**src/rtl/dfe_tap_loader.sv**
```systemverilog
// Configuration sequencer for the parallel DFE slice: resets the DFE, loads its taps
// from coefficient memory, waits for done_wait, then forwards upstream samples.
module dfe_tap_loader #(
   parameter int PULSE_RESPONSE_LENGTH = 5,
   parameter int SIGNAL_RESOLUTION     = 8,
   parameter int TIMEOUT_CYCLES        = 64
) (
   input  logic                                clk,
   input  logic                                rstn,
   input  logic                                start,
   input  logic [7:0]                          cfg_base,
   output logic                                mem_rd_en,
   output logic [7:0]                          mem_rd_addr,
   input  logic [63:0]                         mem_rd_data,
   output logic                                dfe_rstn,
   output logic                                dfe_load_mem,
   output logic [7:0]                          dfe_location,
   output logic [63:0]                         dfe_mem_data,
   input  logic                                dfe_done_wait,
   input  logic signed [SIGNAL_RESOLUTION-1:0] up_data,
   input  logic                                up_valid,
   output logic                                up_ready,
   output logic signed [SIGNAL_RESOLUTION-1:0] dfe_signal_in,
   output logic                                dfe_signal_in_valid,
   output logic                                busy,
   output logic                                configured,
   output logic                                error
);

   localparam logic [2:0] S_IDLE  = 3'd0;
   localparam logic [2:0] S_DRST  = 3'd1;
   localparam logic [2:0] S_FETCH = 3'd2;
   localparam logic [2:0] S_LOAD  = 3'd3;
   localparam logic [2:0] S_WAIT  = 3'd4;
   localparam logic [2:0] S_RUN   = 3'd5;
   localparam logic [2:0] S_ERR   = 3'd6;

   localparam int              TW       = (TIMEOUT_CYCLES > 1) ? $clog2(TIMEOUT_CYCLES) : 1;
   localparam logic [8:0]      PRL      = 9'(PULSE_RESPONSE_LENGTH);
   localparam logic [8:0]      LAST_TAP = 9'(PULSE_RESPONSE_LENGTH - 1);
   localparam logic [TW-1:0]   T_LAST   = TW'(TIMEOUT_CYCLES - 1);

   logic [2:0]    state;
   logic [2:0]    next_state;
   logic [8:0]    cnt;
   logic [TW-1:0] tcnt;
   logic [7:0]    base;
   logic [31:0]   coef [PULSE_RESPONSE_LENGTH];
   logic [8:0]    cap_sel;
   logic [8:0]    tap_sel;
   logic [31:0]   coef_sel;
   logic          accept;
   logic [31:0]   unused_hi;

   assign unused_hi = mem_rd_data[63:32];
   assign accept    = start && (state == S_IDLE || state == S_RUN || state == S_ERR);

   always_comb begin
      next_state = state;
      case (state)
         S_IDLE, S_RUN, S_ERR: if (start) next_state = S_DRST;
         S_DRST:  if (cnt == 9'd1) next_state = S_FETCH;
         S_FETCH: if (cnt == PRL) next_state = S_LOAD;
         S_LOAD:  if (cnt == PRL + 9'd1) next_state = S_WAIT;
         S_WAIT: begin
            if (dfe_done_wait) next_state = S_RUN;
            else if (tcnt == T_LAST) next_state = S_ERR;
         end
         default: next_state = S_IDLE;
      endcase
   end

   // Status flags and the DFE reset are registered from next_state so they line up with state.
   always_ff @(posedge clk or negedge rstn) begin
      if (!rstn) begin
         state               <= S_IDLE;
         cnt                 <= '0;
         tcnt                <= '0;
         base                <= '0;
         dfe_rstn            <= 1'b0;
         busy                <= 1'b0;
         configured          <= 1'b0;
         error               <= 1'b0;
         dfe_signal_in       <= '0;
         dfe_signal_in_valid <= 1'b0;
      end else begin
         state      <= next_state;
         cnt        <= (next_state != state) ? 9'd0 : cnt + 9'd1;
         tcnt       <= (state == S_WAIT && !dfe_done_wait) ? tcnt + TW'(1) : '0;
         if (accept) base <= cfg_base;
         dfe_rstn   <= !(next_state inside {S_IDLE, S_DRST, S_ERR});
         busy       <= next_state inside {S_DRST, S_FETCH, S_LOAD, S_WAIT};
         configured <= (next_state == S_RUN);
         error      <= (next_state == S_ERR);
         if (up_ready) begin
            dfe_signal_in       <= up_data;
            dfe_signal_in_valid <= up_valid;
         end else begin
            dfe_signal_in_valid <= 1'b0;
         end
      end
   end

   // Read data arrives one cycle after the strobe, so FETCH cycle k captures word k-1.
   assign cap_sel = cnt - 9'd1;

   always_ff @(posedge clk) begin
      if (state == S_FETCH && cnt != 9'd0) begin
         for (int i = 0; i < PULSE_RESPONSE_LENGTH; i++) begin
            if (cap_sel == 9'(i)) coef[i] <= mem_rd_data[31:0];
         end
      end
   end

   always_comb begin
      tap_sel = (cnt == 9'd0) ? 9'd0 : cnt - 9'd1;
      if (tap_sel > LAST_TAP) tap_sel = LAST_TAP;
      coef_sel = '0;
      for (int i = 0; i < PULSE_RESPONSE_LENGTH; i++) begin
         if (tap_sel == 9'(i)) coef_sel = coef[i];
      end
   end

   assign mem_rd_en    = (state == S_FETCH) && (cnt < PRL);
   assign mem_rd_addr  = mem_rd_en ? base + cnt[7:0] : 8'd0;
   assign dfe_load_mem = (state == S_LOAD);
   assign dfe_location = dfe_load_mem ? ((cnt > LAST_TAP) ? LAST_TAP[7:0] : cnt[7:0]) : 8'd0;
   assign dfe_mem_data = dfe_load_mem ? {32'd0, coef_sel} : 64'd0;
   assign up_ready     = (state == S_RUN) && !start;

endmodule

```
**config.mk**
```make
export PLATFORM = sky130hd
export DESIGN_NAME = dfe_tap_loader
export DESIGN_NICKNAME = d
export VERILOG_FILES = /design/src/rtl/dfe_tap_loader.sv
export SDC_FILE = /design/constraint.sdc
export NUM_CORES = 1
export LEC_CHECK = 0
export ABC_AREA = 1
export CAP_MARGIN = 5
export CORE_ASPECT_RATIO = 1.4
export CORE_MARGIN = 2
export CORE_UTILIZATION = 50
export CTS_CLUSTER_DIAMETER = 120
export DETAILED_ROUTE_END_ITERATION = 10
export PLACE_DENSITY = 0.78
export RECOVER_POWER = 100
export SLEW_MARGIN = 20
export SYNTH_ARGS = -nofsm -noshare
export SYNTH_HDL_FRONTEND = slang
export SYNTH_SLANG_ARGS = --single-unit
```
**constraint.sdc**
```tcl
create_clock -name clk -period 5.14 [get_ports clk]
set_input_delay 0.514 -clock clk [delete_from_list [all_inputs] [get_ports clk]]
set_output_delay 0.514 -clock clk [all_outputs]
set_load 0.1 [all_outputs]
```
==> results_dict.tcl <==
set metrics [dict create \
    nFillCells 1536 \
    arrival_ns 4.16 \
    cts_buffer_depth 2 \
    worstSetupEndpointType "output port" \
    htree_levels 4 \
    synth.top_cells.by_area "edfxtp_1, dfrtp_1, nand2_1" \
    ys_ff_latch 199 \
    finalHoldViolations 0 \
    multi_input_area_um2 2790 \
    finish.utilization_pct 59.9 \
    path_max_fanout 62 \
    rows 58 \
    cts_root_buffer "clkbuf_16" \
    yosysWarnings 0 \
    yosysTopAreaCell "edfxtp_1" \
    synth_top_area_share_pct 51.9 \
    post_layout_nonfiller_instances 1262 \
    synth_common_cells "edfxtp_1, nand2_1, nor2_1" \
    ys.flop_type "edfxtp_1" \
    drive_gt1_share_pct 9.51 \
    r2r-end "coef[0][142]" \
    tritoncts "done" \
    yosysMostFrequentCell "edfxtp_1" \
    start_util_pct 51.2 \
    setup_tns_ns 0 \
    cp.required_ns 4.63 \
    leakage_nw 4.46 \
    grt_max_degree 63 \
    vias 6471 \
    synth_area_per_cell_um2 10.3 \
    peakVddDrop_uv 348 \
    violations "capacitance limit, slew limit" \
    io_buffers 111 \
    grt_pass1_wl_um 31600 \
    gp_congestion 0.903 \
    synth-seq-area-share_pct 62.4 \
    power_density_nw_per_um2 551 \
    synth_cell_types 36 \
    drtPass1Iterations 5 \
    crit_type "register to output port" \
    post-cts-setup-buffers 0 \
    clk_latency_ns 0.43 \
    io_pins 181 \
    fin_nets 1106 \
    ant_nets 0 \
    overflow 0 \
    vias_per_cell 5.13 \
    die_h_um 165 \
    first_iter_violations 417 \
    cap_violations 4 \
    post_cts_resized 0 \
    grt.total_usage_pct 20.9 \
    die_x_um 119 \
    setup_viol 0 \
    cts.sinks 199 \
    slew_headroom_pct -41.5 \
    drc 0 \
    core_um2 18100 \
    grt_pass1_vias 6306 \
    worst_clock_skew_ns 0.00875 \
    register_area_um2 5780 \
    dpl.cell_count 1227 \
    dieArea_um2 19600 \
    worstHoldStart "dfe_signal_in[4]" \
    ys_async_sr_fraction_pct 19.6 \
    totalWireLength_um 19800 \
    slew_violations 139 \
    wl_per_cell_um 15.7 \
    rsz0062_at_grt "false" \
    reg2reg_from "cnt[0]" \
    fin_ws_ns 0.461 \
    endpoint "dfe_mem_data[30]" \
    area_growth_pct 17.0 \
    period_share_pct 91.0 \
    grt_antenna_before_repair 2 \
    hold_path_class "register to register" \
    synthCells 901 \
    ff2ff_path_depth 11 \
    pre_cts_slack_ns 1.03 \
    crit_path_start_kind "register" \
    worstMarginPinSlew_ns 2.12 \
    crit_start "cnt[0]" \
    status "finished, violations left" \
    hpwl_um 12600 \
    fmax_ghz 0.214 \
    cts_hold_buffers 0 \
    cts_made_buffers 17 \
    synth_edf_count 160 \
    r2r_setup_slack_ns 0.67 \
    synth_area_um2 9260 \
    clk_pin_slew_ns 0.07 \
    post-route-min-period_ns 4.68 \
]
-- cells by family (layout without fill, tap and decap cells) --
family | Yosys count | in the layout | synth area share [%]
xor gates and xnor gates | 5 | 5 | 0.473
adders and majority gates | 14 | 14 | 1.97
DFF | 199 | 199 | 62.4
AOI/OAI and AO/OA | 99 | 99 | 5.63
buffers and inverters | 162 | 245 | 8.97
and+or+nand+nor | 421 | 421 | 20.5
other | 1 | 39 | 0.0405
-- cell type report --
| class | instances | area share, % |
|---|---|---|
| Inverter | 93 | 3.27 |
| Clock inverter | 14 | 1.22 |
| Multi-Input combinational cell | 576 | 25.8 |
| Antenna cell | 2 | 0.0462 |
| Sequential cell | 199 | 53.4 |
| Timing Repair Buffer | 120 | 9.60 |
| Tap cell | 240 | 2.77 |
| Clock buffer | 18 | 3.96 |
-- flip-flops by register name, summed over array words and instances, names as in the netlist --
signal / count
dfe_signal_in_valid: 1
dfe_rstn: 1
tcnt: 6
busy: 1
coef: 160
configured: 1
dfe_signal_in: 8
cnt: 9
state: 3
base: 8
error: 1
-- worst min-delay path by stage --
stage | endpoint | cells after the start
6_report | dfe_signal_in[4] | 2
5_1_grt | tcnt[0] | 1
4_1_cts | dfe_signal_in[2] | 1
3_5_place_dp | tcnt[0] | 1
3_3_place_gp | tcnt[0] | 1
2_1_floorplan | base[0] | 0
-- power breakdown --
part / switching, mW / total (mW) / internal (mW) / leakage [nW]
Combinational: 2.25 / 2.86 / 0.612 / 2.23
Sequential: 0.0506 / 1.85 / 1.80 / 1.96
Clock: 0.621 / 1.26 / 0.643 / 0.273
-- through the flow --
step / hold WS (ns) / power [mW] / area (um2)
2_1_floorplan: 0.218 / 4.26 / 9410
3_3_place_gp: 0.445 / 4.77 / 10400
3_5_place_dp: 0.456 / 4.82 / 10400
4_1_cts: 0.219 / 6.08 / 10900
5_1_grt: 0.494 / 6.29 / 10800
6_report: 0.472 / 5.97 / 10800
-- critical path, cell delays in order, from the launching register on --
cell	delay [ns]
dfrtp_1	0.48
inv_2	0.31
ha_1	0.33
nand2_1	0.12
o21ai_0	0.41
nand2_1	0.16
nor2_4	0.13
nand2_4	0.08
clkinv_4	0.33
nand3_4	0.43
o21ai_1	0.28
nor2_1	0.07
nor2_1	0.11
clkbuf_2	0.47
-- placed cells by master, fill, tap and decap left out, types with 3 or more instances in the layout --
master,n
a21oi_1,18
buf_4,22
clkbuf_1,6
clkbuf_16,17
clkbuf_2,15
clkdlybuf4s50_1,19
clkinv_4,3
conb_1,37
dfrtp_1,39
dlygate4sd3_1,59
edfxtp_1,160
ha_1,13
inv_1,85
inv_2,6
inv_8,5
nand2_1,148
nand2_2,3
nand3_1,99
nand3_2,3
nand4_1,22
nor2_1,119
nor2_2,3
nor2_4,6
nor3_1,11
o21ai_0,53
o21ai_1,22
xor2_1,3
-- per-layer routing --
layer	GRT usage (%)	part of all wire, %	vias up
li1	-	-	3181
met1	24.6	40	3059
met2	38.3	54	205
met3	3.52	4.2	26
met4	7.58	1.8	0
met5	0	0	-
(Power assumes the default switching activity.)
